--- src/rtl/march_pkg.sv ---
// Shared types and constants for the March C- BIST controller.
// Optional MARCH_FAIL_LOG_EN adds the failing-address/count log in march_cmp.
package march_pkg;

    localparam int unsigned ADDR_W    = 4;
    localparam int unsigned DATA_W    = 2;
    localparam int unsigned NUM_WORDS = 16;
    localparam int unsigned CNT_W     = 5;

    localparam logic [DATA_W-1:0] BG0 = 2'b00;
    localparam logic [DATA_W-1:0] BG1 = 2'b11;

    localparam logic [ADDR_W-1:0] ADDR_LAST = ADDR_W'(NUM_WORDS - 1);
    localparam logic [CNT_W-1:0]  CNT_MAX   = '1;

    typedef enum logic [3:0] {
        StIdle,
        StM0,
        StM1,
        StM2,
        StM3,
        StM4,
        StM5,
        StDrain,
        StDone
    } march_state_e;

    function automatic logic elem_down(input march_state_e s);
        return (s == StM3) || (s == StM4);
    endfunction

    function automatic logic elem_has_read(input march_state_e s);
        return (s == StM1) || (s == StM2) || (s == StM3) || (s == StM4) || (s == StM5);
    endfunction

    function automatic logic elem_has_write(input march_state_e s);
        return (s == StM0) || (s == StM1) || (s == StM2) || (s == StM3) || (s == StM4);
    endfunction

    function automatic logic [DATA_W-1:0] read_bg(input march_state_e s);
        return ((s == StM2) || (s == StM4)) ? BG1 : BG0;
    endfunction

    function automatic logic [DATA_W-1:0] write_bg(input march_state_e s);
        return ((s == StM1) || (s == StM3)) ? BG1 : BG0;
    endfunction

    function automatic march_state_e next_elem(input march_state_e s);
        march_state_e n;
        case (s)
            StM0:    n = StM1;
            StM1:    n = StM2;
            StM2:    n = StM3;
            StM3:    n = StM4;
            StM4:    n = StM5;
            default: n = StDrain;
        endcase
        return n;
    endfunction

endpackage

--- src/rtl/march_cmp.sv ---
// Read-compare pipeline: registers each read's expectation, checks it a cycle later.
// With MARCH_FAIL_LOG_EN defined, also logs the first failing address and a saturating count.
module march_cmp
    import march_pkg::*;
(
    input  logic              clk,
    input  logic              rst,
    input  logic              clear,
    input  logic              rd_valid,
    input  logic [DATA_W-1:0] rd_exp,
    input  logic [ADDR_W-1:0] rd_addr,
    input  logic [DATA_W-1:0] mem_rdata,
    output logic              fail,
    output logic [ADDR_W-1:0] fail_addr,
    output logic [CNT_W-1:0]  fail_cnt
);

    logic              pend_q;
    logic [DATA_W-1:0] exp_q;
    logic              fail_q;
    logic              mismatch;

    assign mismatch = pend_q && (mem_rdata != exp_q);

    always_ff @(posedge clk) begin
        if (!rst) begin
            pend_q <= 1'b0;
            exp_q  <= '0;
            fail_q <= 1'b0;
        end else begin
            pend_q <= rd_valid;
            exp_q  <= rd_exp;
            if (clear) begin
                fail_q <= 1'b0;
            end else if (mismatch) begin
                fail_q <= 1'b1;
            end
        end
    end

    assign fail = fail_q;

`ifdef MARCH_FAIL_LOG_EN
    logic [ADDR_W-1:0] paddr_q;
    logic [ADDR_W-1:0] fail_addr_q;
    logic [CNT_W-1:0]  fail_cnt_q;

    always_ff @(posedge clk) begin
        if (!rst) begin
            paddr_q     <= '0;
            fail_addr_q <= '0;
            fail_cnt_q  <= '0;
        end else begin
            paddr_q <= rd_addr;
            if (clear) begin
                fail_addr_q <= '0;
                fail_cnt_q  <= '0;
            end else if (mismatch) begin
                if (!fail_q) begin
                    fail_addr_q <= paddr_q;
                end
                if (fail_cnt_q != CNT_MAX) begin
                    fail_cnt_q <= fail_cnt_q + CNT_W'(1);
                end
            end
        end
    end

    assign fail_addr = fail_addr_q;
    assign fail_cnt  = fail_cnt_q;
`else
    logic unused_rd_addr;
    assign unused_rd_addr = ^rd_addr;
    assign fail_addr      = '0;
    assign fail_cnt       = '0;
`endif

endmodule

--- src/rtl/march_bist_ctrl.sv ---
// March C- BIST sequencer for a 16x2 SRAM: one operation per cycle, then DRAIN, then DONE.
// Fail logging detail depends on MARCH_FAIL_LOG_EN (see march_cmp).
module march_bist_ctrl
    import march_pkg::*;
(
    input  logic              clk,
    input  logic              rst,
    input  logic              start,
    output logic              busy,
    output logic              done,
    output logic [ADDR_W-1:0] mem_addr,
    output logic [DATA_W-1:0] mem_wdata,
    output logic              mem_we_n,
    output logic              mem_cs_n,
    input  logic [DATA_W-1:0] mem_rdata,
    output logic              fail,
    output logic [ADDR_W-1:0] fail_addr,
    output logic [CNT_W-1:0]  fail_cnt
);

    march_state_e      state_q, state_d;
    logic [ADDR_W-1:0] addr_q, addr_d;
    logic              wr_phase_q, wr_phase_d;

    logic              two_op;
    logic              at_end;
    logic              start_ok;
    logic              rd_valid;
    logic [DATA_W-1:0] rd_exp;

    assign two_op   = elem_has_read(state_q) && elem_has_write(state_q);
    assign at_end   = elem_down(state_q) ? (addr_q == '0) : (addr_q == ADDR_LAST);
    assign start_ok = start && ((state_q == StIdle) || (state_q == StDone));

    always_ff @(posedge clk) begin
        if (!rst) begin
            state_q    <= StIdle;
            addr_q     <= '0;
            wr_phase_q <= 1'b0;
        end else begin
            state_q    <= state_d;
            addr_q     <= addr_d;
            wr_phase_q <= wr_phase_d;
        end
    end

    always_comb begin
        state_d    = state_q;
        addr_d     = addr_q;
        wr_phase_d = wr_phase_q;
        case (state_q)
            StIdle, StDone: begin
                if (start) begin
                    state_d    = StM0;
                    addr_d     = '0;
                    wr_phase_d = 1'b0;
                end
            end
            StDrain: state_d = StDone;
            default: begin
                if (two_op && !wr_phase_q) begin
                    wr_phase_d = 1'b1;
                end else begin
                    wr_phase_d = 1'b0;
                    // Element boundary: reload the start address of the next element.
                    if (at_end) begin
                        state_d = next_elem(state_q);
                        addr_d  = elem_down(next_elem(state_q)) ? ADDR_LAST : '0;
                    end else if (elem_down(state_q)) begin
                        addr_d = addr_q - ADDR_W'(1);
                    end else begin
                        addr_d = addr_q + ADDR_W'(1);
                    end
                end
            end
        endcase
    end

    always_comb begin
        busy      = 1'b0;
        done      = 1'b0;
        mem_cs_n  = 1'b1;
        mem_we_n  = 1'b1;
        mem_addr  = '0;
        mem_wdata = '0;
        rd_valid  = 1'b0;
        rd_exp    = '0;
        case (state_q)
            StIdle:  ;
            StDone:  done = 1'b1;
            StDrain: busy = 1'b1;
            default: begin
                busy     = 1'b1;
                mem_cs_n = 1'b0;
                mem_addr = addr_q;
                if (elem_has_read(state_q) && !(two_op && wr_phase_q)) begin
                    mem_we_n = 1'b1;
                    rd_valid = 1'b1;
                    rd_exp   = read_bg(state_q);
                end else begin
                    mem_we_n  = 1'b0;
                    mem_wdata = write_bg(state_q);
                end
            end
        endcase
    end

    march_cmp u_cmp (
        .clk       (clk),
        .rst       (rst),
        .clear     (start_ok),
        .rd_valid  (rd_valid),
        .rd_exp    (rd_exp),
        .rd_addr   (mem_addr),
        .mem_rdata (mem_rdata),
        .fail      (fail),
        .fail_addr (fail_addr),
        .fail_cnt  (fail_cnt)
    );

endmodule
--- config.mk ---
export PLATFORM = sky130hd
export DESIGN_NAME = march_bist_ctrl
export DESIGN_NICKNAME = d
export VERILOG_FILES = /design/src/rtl/march_pkg.sv /design/src/rtl/march_cmp.sv /design/src/rtl/march_bist_ctrl.sv
export SDC_FILE = /design/constraint.sdc
export NUM_CORES = 1
export LEC_CHECK = 0
export CORE_MARGIN = 2
export CORE_UTILIZATION = 25
export DETAILED_ROUTE_END_ITERATION = 10
export PLACE_DENSITY_LB_ADDON = 0.05
export SLEW_MARGIN = 20
export SYNTH_ARGS = -nofsm -noshare
export SYNTH_HDL_FRONTEND = slang
export SYNTH_SLANG_ARGS = --single-unit
--- constraint.sdc ---
create_clock -name clk -period 1.85 [get_ports clk]
set_input_delay 0.185 -clock clk [delete_from_list [all_inputs] [get_ports clk]]
set_output_delay 0.185 -clock clk [all_outputs]
set_load 0.01 [all_outputs]
==> metrics.md <==
| Metric | Value |
|---|---|
| Status | finished clean |
| Clk_lat worst skew | 0.29 ns |
| Diodes inserted | 0 |
| Die area | 4080 um2 |
| Type of the tightest min-delay check | reg -> reg |
| Static leakage | 0.561 nW |
| Setup tns final | 0 ns |
| HPWL after detailed placement | 1840 um |
| GPL Wtd Cong | 0.840 |
| Switching share of total power | 0.319 |
| CP Capture Type | output port |
| Syn Inst Count | 116 |
| Clock Skews | 0.0104 ns |
| Critical path class | reg -> out |
| Total congestion overflow | 0 |
| PortBufs | 15 |
| Avg Cell Area, Syn | 7.72 um2 |
| CTS tree | yes |
| RSZ-0062 raised after global routing | no |
| CTS Buf Count | 3 |
| Detailed Routing Iterations Pass 1 | 4 |
| Nets@finish | 155 |
| DR WL/cell | 12.0 um |
| FP Rows | 21 |
| Multi-input gate area | 587 um2 |
| Fill count | 372 |
| Worst Hold End | u_cmp.fail |
| Max-cap violations | 0 |
| Synthesis Warnings | 0 |
| Ports | 25 |
| Routed Antenna Nets | 0 |
| Vias per cell | 4.45 |
| Crit start category | flop |
| R2r setup slk | 0.08 ns |
| Most common cell after layout, fill and taps aside | buf_4 |
| CTS root buf | clkbuf_4 |
| Antenna violations before repair | 0 |
| Min-delay src | u_cmp.fail |
| Setup violators final | 0 |
| Worst VDD drop | 331 uV |
| Most frequent cells in the layout | buf_4 (18), nor2_1 (13), nand2_1 (9), conb_1 (9) |
| Final hold vios | 0 |
| Ys async rst share | 0 |
| Sink Count | 12 |
| P_sw | 0.226 mW |
| Reg2reg end | state_q[0] |
| Final min period | 1.78 ns |
| Slew Viols, Final | 0 |
| R2R cell count | 5 |
| Clock slew at the register clock pins of the worst setup and hold paths | 0.09 ns |
| Max Clk Rate | 0.563 GHz |
| Post-Syn Area | 896 um2 |
| Register area | 248 um2 |
| PD cells | 575 nW/um2 |
| Seq pwr share | 0.390 |
| First-pass GRT wire length | 3860 um |
| Clock power share | 0.320 |
| H-tree depth | 1 |
| R2r startpoint | addr_q[3] |
| WHS Path Cells | 2 |
| Hold WS | 0.494 ns |
| Largest net degree at the start of global routing | 9 |
| Starting Density | 0.264 |
| # DRC | 0 |
| Register bit total from synthesis | 12 |
| Gr usage total | 0.122 |
| CP required | 1.66 ns |
| Hold buffer count at cts | 0 |
| Layout cells sized above 1 | 0.274 |
| Vias in the first global route | 811 |
| Seq/Total Area, Yosys | 0.268 |
| DIE WIDTH | 63.9 um |
| DR vias | 855 |
| Max clock buf depth | 2 |
| Initial detailed-routing violation count | 32 |
| CP Max Fanout | 5 |
| Routed wire length | 2300 um |
| Internal power | 0.483 mW |
| Synth cell types | 40 |
| Comb power frac | 0.290 |
| Core Region | 3390 um2 |
| Top FF cell, synth | dfxtp_1 |
| Post-synth EDFFs | 0 |
| Die Ht | 63.9 um |
| Final Cycle Share | 0.961 |
| Syn-to-layout area delta | 37.7% |
| CP Data Arrival Time | 1.59 ns |
## metal layers
metal / vias up / GRT usage / part of all wire
met3: 4 / 0.0370 / 0.056
met1: 389 / 0.155 / 0.48
met5: - / 0 / 0
met2: 21 / 0.203 / 0.46
met4: 0 / 0.0245 / 0.0083
li1: 441 / - / -
## worst max-delay path, stage by stage, from the launching register on
cell and delay [ns]:
dfxtp_2 0.35, buf_4 0.14, nand4b_1 0.16, buf_4 0.18, and3_2 0.20, dlygate4sd2_1 0.28
## cell families (layout without fill, tap and decap cells)
group,count (synthesis),after routing,synth area share
and+or+nand+nor,45,45,0.268
AOI/OAI and AO/OA,26,26,0.201
buffers and inverters,23,45,0.140
DFF,12,12,0.268
adders and majority gates,4,4,0.0614
xor gates and xnor gates,3,3,0.0293
muxes,2,2,0.0279
other,1,9,0.00419
## per-stage QoR
step | util | power [mW] | instances | worst slack [ns] | instance area [um2]
floorplan | - | 0.408 | 124 | 0.0701 | 926
global placement | 0.342 | 0.490 | 186 | 0.0371 | 1160
detailed placement | 0.342 | 0.484 | 186 | 0.0364 | 1160
CTS | 0.353 | 0.716 | 190 | 0.00769 | 1200
global route | 0.364 | 0.756 | 192 | 0.000655 | 1230
finish | 0.364 | 0.709 | 192 | 0.0730 | 1230
## power by group through the flow
stage,sequential [mW],clock [mW],combinational (mW)
after floorplan,0.279,0,0.129
after global routing,0.279,0.250,0.227
after CTS,0.275,0.242,0.199
after global placement,0.282,0,0.209
final,0.277,0.227,0.206
after detailed placement,0.281,0,0.204
## sequential cells by signal (all words and copies together) (netlist names)
register / cells
wr_phase_q: 1
u_cmp.fail: 1
u_cmp.pend_q: 1
u_cmp.exp_q: 1
addr_q: 4
state_q: 4
## cell type report
| type | count | area share |
|---|---|---|
| tap | 46 | 0.0467 |
| sequential | 12 | 0.201 |
| multi-input combinational | 89 | 0.476 |
| inverter | 8 | 0.0243 |
| timing repair buffer | 33 | 0.223 |
| clock buffer | 4 | 0.0294 |
## how the worst max path moves through the flow
stage,start,endpoint,slack (ns),cells after the start
floorplan,state_q[3],addr_q[3],0.07,8
global placement,state_q[1],mem_wdata[1],0.04,4
CTS,state_q[3],addr_q[3],0.008,8
global route,state_q[1],mem_addr[3],0.0007,5
finish,state_q[1],mem_addr[3],0.07,5
detailed placement,state_q[2],addr_q[3],0.04,7
## synth_stat cells (all sizes together) (2+ instances only)
| master | count | area, um2 |
|---|---|---|
| nor2 | 13 | 48.8 |
| dfxtp | 12 | 240 |
| buf | 11 | 80.1 |
| nand2 | 9 | 33.8 |
| inv | 8 | 30.0 |
| a21oi | 6 | 41.3 |
| and3 | 5 | 32.5 |
| o21ai | 5 | 25.0 |
| clkbuf | 4 | 15.0 |
| a22oi | 3 | 22.5 |
| nand3 | 3 | 15.0 |
| o211ai | 3 | 22.5 |
| a21o | 2 | 15.0 |
| and2 | 2 | 12.5 |
| and3b | 2 | 17.5 |
| ha | 2 | 25.0 |
| nor2b | 2 | 12.5 |
| o21a | 2 | 15.0 |
| o22ai | 2 | 12.5 |
| or3 | 2 | 12.5 |
| xnor2 | 2 | 17.5 |
## repair_timing
item / CTS / global route
resized for setup: 15 / 10
cloned: 0 / 0
buffers inserted: 0 / 2
setup endpoints to repair: 11 / 7
pin swaps: 0 / 6
(Power assumes the default switching activity.)
